`config.mk`:
```
export PLATFORM = sky130hd
export DESIGN_NAME = fetch_sram_if
export DESIGN_NICKNAME = d
export VERILOG_FILES = /design/src/rtl/fetch_pkg.sv /design/src/rtl/fetch_hold_buf.sv /design/src/rtl/fetch_sram_if.sv
export SDC_FILE = /design/constraint.sdc
export NUM_CORES = 1
export LEC_CHECK = 0
export CAP_MARGIN = 10
export CORE_UTILIZATION = 45
export CTS_CLUSTER_DIAMETER = 40
export CTS_CLUSTER_SIZE = 14
export DETAILED_ROUTE_END_ITERATION = 10
export MAX_ROUTING_LAYER = met4
export PLACE_DENSITY = 0.95
export SYNTH_ARGS = -nofsm -noshare
export SYNTH_HDL_FRONTEND = slang
export SYNTH_SLANG_ARGS = --single-unit
```
`constraint.sdc`:
```
create_clock -name clk -period 2.8 [get_ports clk]
set_clock_uncertainty 0.15 [all_clocks]
set_input_delay 0.7 -clock clk [delete_from_list [all_inputs] [get_ports clk]]
set_output_delay 0.7 -clock clk [all_outputs]
set_load 0.05 [all_outputs]
```
`src/rtl/fetch_pkg.sv`:
```
// Shared types and constants for the instruction-fetch bus interface.
// Optional feature macro: FETCH_ADEL_EN (misaligned-fetch detection).
package fetch_pkg;

  typedef enum logic [2:0] {
    ST_IDLE      = 3'd0,
    ST_WAIT_ADDR = 3'd1,
    ST_WAIT_DATA = 3'd2,
    ST_HOLD      = 3'd3,
    ST_DISCARD   = 3'd4
  } fetch_state_t;

  localparam logic [1:0]  SIZE_WORD        = 2'b10;
  localparam logic [31:0] NOP_WORD_DEFAULT = 32'h0000_0000;
  localparam logic [31:0] RESET_PC_DEFAULT = 32'hBFC0_0000;

  // Word-align a byte address by clearing the two low bits.
  function automatic logic [31:0] word_align(input logic [31:0] a);
    return {a[31:2], 2'b00};
  endfunction

endpackage

```
`src/rtl/fetch_hold_buf.sv`:
```
// Holding register for a fetched word that Decode could not take yet.
// load_i captures data_i and marks it valid; clr_i drops the valid bit.
module fetch_hold_buf (
  input  logic        clk,
  input  logic        rst_n,
  input  logic        load_i,
  input  logic        clr_i,
  input  logic [31:0] data_i,
  output logic [31:0] data_o,
  output logic        valid_o
);

  logic [31:0] data_d, data_q;
  logic        valid_d, valid_q;

  // Next-value logic: load has priority over clear.
  always_comb begin
    data_d  = data_q;
    valid_d = valid_q;
    if (load_i) begin
      data_d  = data_i;
      valid_d = 1'b1;
    end else if (clr_i) begin
      valid_d = 1'b0;
    end
  end

  // Storage with asynchronous active-low clear.
  always_ff @(posedge clk or negedge rst_n) begin
    if (!rst_n) begin
      data_q  <= 32'h0;
      valid_q <= 1'b0;
    end else begin
      data_q  <= data_d;
      valid_q <= valid_d;
    end
  end

  assign data_o  = data_q;
  assign valid_o = valid_q;

endmodule

```
`src/rtl/fetch_sram_if.sv`:
```
// Instruction-fetch front end: turns the fetch PC into single-outstanding
// sram-like bus reads, bypasses/holds the returned word for Decode, and
// discards fetches killed by a branch redirect.
// Optional feature macro: FETCH_ADEL_EN (misaligned fetch raises adel_o
// instead of going to the bus).
//
// Bus handshake: inst_req/inst_addr are held stable from the first cycle of
// a request until the cycle inst_addr_ok is seen high (a request is never
// withdrawn, even when flushed); one inst_data_ok then completes the single
// outstanding read. Fetch-side: instr_o is consumed in a cycle where
// instr_valid_o=1 and stall_i=0.
module fetch_sram_if
  import fetch_pkg::*;
#(
  parameter logic [31:0] RESET_PC = RESET_PC_DEFAULT,
  parameter logic [31:0] NOP_WORD = NOP_WORD_DEFAULT
) (
  input  logic         clk,
  input  logic         rst,
  input  logic         fetch_en,
  input  logic [31:0]  pc_i,
  input  logic         stall_i,
  input  logic         flush_i,
  output logic [31:0]  instr_o,
  output logic         instr_valid_o,
  output logic         stall_req_o,
  output logic [31:0]  last_pc_o,
  output logic         adel_o,
  output logic         inst_req,
  output logic         inst_wr,
  output logic [1:0]   inst_size,
  output logic [31:0]  inst_addr,
  output logic [31:0]  inst_wdata,
  input  logic         inst_addr_ok,
  input  logic         inst_data_ok,
  input  logic [31:0]  inst_rdata,
  output fetch_state_t dbg_state_o
);

  fetch_state_t state_d, state_q;
  logic [31:0]  addr_d, addr_q;
  logic [31:0]  last_pc_d, last_pc_q;
  logic         kill_d, kill_q;

  logic         req;
  logic [31:0]  bus_addr;
  logic [31:0]  instr;
  logic         valid;
  logic         hold_load, hold_clr;
  logic [31:0]  hold_din, hold_data;
  logic         hold_vld;
  logic         misaligned;
  logic [31:0]  pc_bus;

`ifdef FETCH_ADEL_EN
  logic adel_d, adel_q;
  assign misaligned = (pc_i[1:0] != 2'b00);
  assign pc_bus     = pc_i;
`else
  assign misaligned = 1'b0;
  assign pc_bus     = word_align(pc_i);
`endif

  fetch_hold_buf u_hold (
    .clk     (clk),
    .rst_n   (rst),
    .load_i  (hold_load),
    .clr_i   (hold_clr),
    .data_i  (hold_din),
    .data_o  (hold_data),
    .valid_o (hold_vld)
  );

  // Next-state and datapath control for the fetch FSM.
  always_comb begin
    state_d   = state_q;
    addr_d    = addr_q;
    last_pc_d = last_pc_q;
    kill_d    = kill_q;
    req       = 1'b0;
    bus_addr  = addr_q;
    instr     = NOP_WORD;
    valid     = 1'b0;
    hold_load = 1'b0;
    hold_clr  = 1'b0;
    hold_din  = inst_rdata;
`ifdef FETCH_ADEL_EN
    adel_d    = adel_q;
`endif
    case (state_q)
      ST_IDLE: begin
        if (fetch_en && !flush_i) begin
          last_pc_d = pc_i;
          kill_d    = 1'b0;
          if (misaligned) begin
            // Faulting fetch never reaches the bus; Decode sees a NOP.
            hold_load = 1'b1;
            hold_din  = NOP_WORD;
            state_d   = ST_HOLD;
`ifdef FETCH_ADEL_EN
            adel_d    = 1'b1;
`endif
          end else begin
            req      = 1'b1;
            bus_addr = pc_bus;
            addr_d   = pc_bus;
            state_d  = inst_addr_ok ? ST_WAIT_DATA : ST_WAIT_ADDR;
`ifdef FETCH_ADEL_EN
            adel_d   = 1'b0;
`endif
          end
        end
      end
      ST_WAIT_ADDR: begin
        req      = 1'b1;
        bus_addr = addr_q;
        kill_d   = kill_q | flush_i;
        if (inst_addr_ok) begin
          state_d = (flush_i || kill_q) ? ST_DISCARD : ST_WAIT_DATA;
        end
      end
      ST_WAIT_DATA: begin
        if (inst_data_ok) begin
          if (flush_i || kill_q) begin
            state_d = ST_IDLE;
          end else begin
            valid = 1'b1;
            instr = inst_rdata;
            if (stall_i) begin
              hold_load = 1'b1;
              state_d   = ST_HOLD;
            end else begin
              state_d   = ST_IDLE;
            end
          end
        end else if (flush_i) begin
          state_d = ST_DISCARD;
        end
      end
      ST_HOLD: begin
        valid = hold_vld;
        instr = hold_data;
        if (flush_i || !stall_i) begin
          hold_clr = 1'b1;
          state_d  = ST_IDLE;
        end
      end
      ST_DISCARD: begin
        if (inst_data_ok) begin
          state_d = ST_IDLE;
        end
      end
      default: state_d = ST_IDLE;
    endcase
  end

  // FSM state, address latch, last PC and sticky kill.
  always_ff @(posedge clk or negedge rst) begin
    if (!rst) begin
      state_q   <= ST_IDLE;
      addr_q    <= 32'h0;
      last_pc_q <= RESET_PC;
      kill_q    <= 1'b0;
    end else begin
      state_q   <= state_d;
      addr_q    <= addr_d;
      last_pc_q <= last_pc_d;
      kill_q    <= kill_d;
    end
  end

`ifdef FETCH_ADEL_EN
  // Remembers that the held word came from a misaligned fetch.
  always_ff @(posedge clk or negedge rst) begin
    if (!rst) adel_q <= 1'b0;
    else      adel_q <= adel_d;
  end
  assign adel_o = adel_q & valid & (state_q == ST_HOLD);
`else
  assign adel_o = 1'b0;
`endif

  // Combinational outputs are forced quiet while reset is held.
  assign inst_req      = rst & req;
  assign inst_addr     = inst_req ? bus_addr : 32'h0;
  assign inst_wr       = 1'b0;
  assign inst_size     = SIZE_WORD;
  assign inst_wdata    = 32'h0;
  assign instr_o       = instr;
  assign instr_valid_o = valid;
  assign stall_req_o   = rst & fetch_en & ~valid & ~flush_i;
  assign last_pc_o     = last_pc_q;
  assign dbg_state_o   = state_q;

endmodule

```
# Word-level counts from Yosys, hierarchy flattened
# Cells that the tools add are included.
# word_totals
ff_bits	101
inputBits	71
out_inout_bits	138
wordCells	65
# op_classes
eq_ne	9
n_mux	32
bitwise	7
n_reduce_logical	11
# op_table
cell	n
two-way mux 32 bit	5
case mux 32 bit (2 select lines)	1
two-way mux 3 bit	7
case mux 3 bit (5 select lines)	1
two-way mux 1 bit	12
!= test 2 bit, second input constant	4
== test 3 x 2 -> 1 bit, second input constant	2
two-way mux 2 bit	3
case mux 1 bit (2 select lines)	3
AND reduction 5 bit	1
AND 1 bit	4
AND reduction 2 bit	2
nonzero test 2 bit	2
== test 3 x 1 -> 1 bit, second input constant	1
== test 3 bit, second input constant	1
logical NOT 3 bit	1
!= test 3 bit, second input constant	1
logical NOT 1 bit	2
logical OR 1 bit	2
inverter 1 bit	2
logical AND 1 bit	1
bitwise OR 1 bit	1

# Depth between registers and ports, before layout
# logic_depth
word_depth	7
ltp_mapped	7
depth_no_buf	4

# Hierarchy
# From an unflattened synthesis, not the netlist that was laid out.
# hier_totals
cells_unflattened	460
area_unflattened_um2	4778.3
# by_module_without_submodules
module	instances	cells_per_inst	area_per_inst_um2	seq_area_each_um2
fetch_sram_if	1	389	3400.8	1712.9
fetch_hold_buf	1	71	1377.6	825.8

# Worst setup path before layout
# No wires, ideal clock.
# synth_path
path_type	reg-to-output
from	register state_q[1], in the netlist dbg_state_o[1]
to	output stall_req_o
arrival_ns	2.358
t_required_ns	1.950
setup_slack_ns	-0.408
stages_incl_launch_ff	7
n_path_buf	2
cell_sequence	dfrtp_1 > buf_2 > and4bb_1 > and2_1 > buf_4 > a21o_1 > nor2_1
# synth_between
elab_chain_len	5
elab_cells_between_ends	6
cone_classes	eq/ne (2); mux (1); bitwise (3)
# synth_rtl
item	line	text
start: declaration	fetch_sram_if.sv:40	fetch_state_t state_d, state_q;
start signal: assignment	fetch_sram_if.sv:165	state_q <= state_d;
== test 3 x 2 -> 1 bit	fetch_sram_if.sv:90	case (state_q)
case mux 1 bit (2 select lines) (*)	fetch_sram_if.sv:90	
named net instr_valid_o	fetch_sram_if.sv:25	output logic instr_valid_o,
inverter 1 bit (*)	fetch_sram_if.sv:191	assign stall_req_o = rst & fetch_en & ~valid & ~flush_i;
AND 1 bit (*) (2 in a row)	fetch_sram_if.sv:191	
end: declaration	fetch_sram_if.sv:26	output logic stall_req_o,
# Mark *: on every way through the listed nets, which the timed path passes. The rest lies on a longest branch.

# Final worst setup path
# layout_path
from	input flush_i
to	output inst_addr[30]
# layout_between
elab_chain_len	6
elab_cells_between_ends	8
cone_classes	mux (5); bitwise (1); reduce/logical (2)
# layout_rtl
item	line	text
start: declaration	fetch_sram_if.sv:23	input logic flush_i,
logical NOT 1 bit (*)	fetch_sram_if.sv:92	if (fetch_en && !flush_i) begin
logical AND 1 bit (*)	fetch_sram_if.sv:92	
two-way mux 1 bit	fetch_sram_if.sv:92	
case mux 1 bit (2 select lines)	fetch_sram_if.sv:90	
AND 1 bit	fetch_sram_if.sv:184	assign inst_req = rst & req;
two-way mux 32 bit (*)	fetch_sram_if.sv:185	assign inst_addr = inst_req ? bus_addr : 32'h0;
end: declaration	fetch_sram_if.sv:32	output logic [31:0] inst_addr,
# Mark *: on every way between the ends. The rest lies on a longest branch, timed or not.

==> results.md <==
- GR Overflow Total: 0
- Starting density of the core: 0.469
- Post-route ant nets: 0
- Die ar.: 10,700 um2
- NumNets Final: 784
- Final HPWL DP: 10,000 um
- Hold Violations, Final: 0
- Leak Pwr: 0.00424 uW
- Die Y-Extent: 104 um
- Clock Path Buffers: 2
- Worst R2R End: u_hold.data_o[16]$_DFFE_PN0P_
- First-pass GRT wire length: 26,000 um
- Worst Setup End Kind: output port
- Antenna diodes: 0
- CTS sink count: 101
- RSZ-0062 raised after global routing: yes
- Max-slew headroom: 0.302
- Least-Margin Pin Slew: 1050 ps
- Failing checks: negative setup slack
- Most frequent cell after synthesis: nand2_1
- Synth unique cells: 31
- CTS buffer count: 9
- R2R Path Start: dbg_state_o[1]$_DFFE_PN0P_
- Post-route DRC: 0
- Worst skew pair latency: 360 ps
- CP delay by family, top: buffers and inverters
- Area contributors post-synth: dfrtp_1 (49%), nand2_1 (13%), mux2_2 (8.0%)
- Reg2Reg Setup Slack: 840 ps
- Synthesis Warnings: 0
- Main synth FF type: dfrtp_1
- Final WL: 17,900 um
- Worst min path class: in -> async
- Peak supply drop: 0.732 mV
- Setup CP Type: in -> out
- Routed vias/inst: 5.24
- Async S/R FF share, synth: 1.00
- Top cell type's share of synthesized area: 0.495
- Max-slew violation count: 0
- Area grow syn2layout: 92.8%
- Fillers: 371
- Largest net degree at the start of global routing: 85
- Max Clk Rate: 350 MHz
- PD cells: 1030 nW/um2
- Synthesized flop and latch total: 101
- Synthesized area per cell: 10.1 um2
- Final GP Congestion: 0.806
- Iter 0 DRT Violations: 145
- Die W: 104 um
- CP arrival: 2010 ps
- CTS root buf: clkbuf_8
- Worst-path cell chain: buf_8, nor2b_4, buf_6, and3_4, buf_4, buf_16, nand2_1, a21oi_4, buf_6
- # rows: 36
- Post-layout min period: 2860 ps
- P_int: 5020 uW
- Seq/Total Area, Yosys: 0.546
- Synth top cells by count: nand2_1 (160), dfrtp_1 (92), buf_4 (41), a21oi_1 (35), mux2_2 (33)
- Final setup margin: -58.3 ps
- Vias in the first global route: 4,995
- Metal3 WL: 1010 um
- Fin crit share: 1.02
- GR Util All Layers: 0.323
- Required time of the critical path: 1950 ps
- Worst setup SP type: input pin
- Crit path from: flush_i
- Layout cells sized above 1: 0.481
- CP endpoint: inst_addr[30]
- Worst-path clk slew: 100 ps
- Cell Area, Synth: 4650 um2
- Final setup fails: 14
- Most used cell, CP: buf_6
- Pre-CTS setup slack: -423 ps
- Dpl cells: 800
- Final hold slack: 167 ps
- Clk pwr share: 0.117
- Overall power: 9250 uW
- Max-cap violations: 0
- Core area: 9910 um2
- Outcome: complete, but fails checks
- Post-Layout Cell Count: 851
- CP max stage delay: 230 ps
- Highest routed layer: met4
- Worst path bufs/invs: 5
- Number of flops mapped to enable cells by yosys: 0
- CTS tree: built
- Seq pwr share: 0.275
- Cell taking the most area after synthesis: dfrtp_1
- Ports: 209
- CP max-delay cell: and3_4
- Met2 WL: 9910 um
- Port Buffers: 172
- Wl on met1: 6170 um
- Critical Path Fanout Max: 5
- H-tree lvl count: 3
- Stages on worst setup path: 9
- Sw Pwr: 4230 uW
- Syn Inst Count: 460
- First drt pass iteration count: 4
- Via count: 4,459
- Sw frac: 0.457
- Combinational power share: 0.608
- WL/cell: 21.1 um
- Initial antenna violation count: 0
- Worst R2R Path Depth: 6
==> through the flow <==
step,area (um2),setup TNS [ps],util
global route,8970,-1770,0.905
global placement,7600,-19480,0.767
floorplan,5010,-4090,-
CTS,8620,-491,0.870
detailed placement,7600,-22680,0.767
finish,8970,-435,0.905
==> worst min path at each step <==
stage	from	to	slack, ps
6_report	rst	last_pc_o[1]$_DFFE_PN0P_	170
3_3_place_gp	last_pc_o[28]$_DFFE_PN1P_	last_pc_o[28]$_DFFE_PN1P_	300
2_1_floorplan	rst	addr_q[0]$_DFF_PN0_	250
3_5_place_dp	last_pc_o[26]$_DFFE_PN1P_	last_pc_o[26]$_DFFE_PN1P_	300
5_1_grt	rst	last_pc_o[2]$_DFFE_PN0P_	180
4_1_cts	rst	addr_q[3]$_DFF_PN0_	160
==> cells by family after synthesis <==
kind of cell / count (synthesis) / synth area share
muxes: 34 / 0.0831
AOI/OAI and AO/OA: 76 / 0.118
and+or+nand+nor: 182 / 0.158
other: 2 / 0.00161
buffers and inverters: 65 / 0.0936
DFF: 101 / 0.546
==> cell usage in the layout, fill, tap and decap left out, types with 2 or more instances in the layout <==
master	instances
a22o_1	11
nor2_2	2
nand2_4	16
a21oi_1	5
bufinv_16	2
nand2_2	28
nand2_8	3
clkinvlp_4	3
nor2_1	5
a21o_1	2
buf_12	67
mux2_2	33
conb_1	36
a21oi_4	25
dfrtp_1	91
inv_2	2
and2_4	5
clkbuf_16	2
buf_8	5
nor2_4	2
dfstp_2	9
buf_6	17
buf_4	68
a22o_4	21
clkbuf_8	11
nand2_1	113
clkdlybuf4s50_1	101
o41ai_1	2
a21oi_2	5
buf_16	9
==> routing by layer <==
layer	up-vias	GRT usage
li1	1971	-
met4	0	0.169
met2	207	0.588
met5	-	-
met3	64	0.0673
met1	2217	0.324
==> state kept, by name (all words and copies together) (netlist names) <==
register	count
addr_q	32
last_pc_o	32
u_hold.data_o	32
dbg_state_o	3
kill_q	1
u_hold.valid_o	1
==> timing repair <==
action	CTS	global route
endpoints found under the setup margin	67	46
resized for setup	103	73
setup buffers	23	6
pin swaps	18	26
cloned	9	1
hold buffers	0	0
==> area by class of cell <==
| class | instances | area [um2] | share of cell area |
|---|---|---|---|
| Multi-Input combinational cell | 328 | 2580 | 0.288 |
| Clock buffer | 11 | 151 | 0.0169 |
| Sequential cell | 101 | 2540 | 0.283 |
| Clock inverter | 5 | 82.6 | 0.00921 |
| Tap cell | 133 | 166 | 0.0186 |
| Inverter | 3 | 11.3 | 0.00126 |
| Timing Repair Buffer | 270 | 3440 | 0.383 |
==> worst reg2reg max path, stage by stage, from the launching register on <==
cell and delay (ps):
dfrtp_2 460, and4bb_1 230, buf_4 130, buf_4 120, nand3_2 120, buf_12 220
mux2_2 410
==> power groups by stage <==
stage	Clock (uW)	Combinational (uW)	Sequential (uW)
6_report	1080	5620	2540
5_1_grt	1140	5850	2590
4_1_cts	1070	5340	2450
3_5_place_dp	0	4640	2450
3_3_place_gp	0	4500	2390
2_1_floorplan	0	1990	3200
Power figures use the tool's default switching activity.
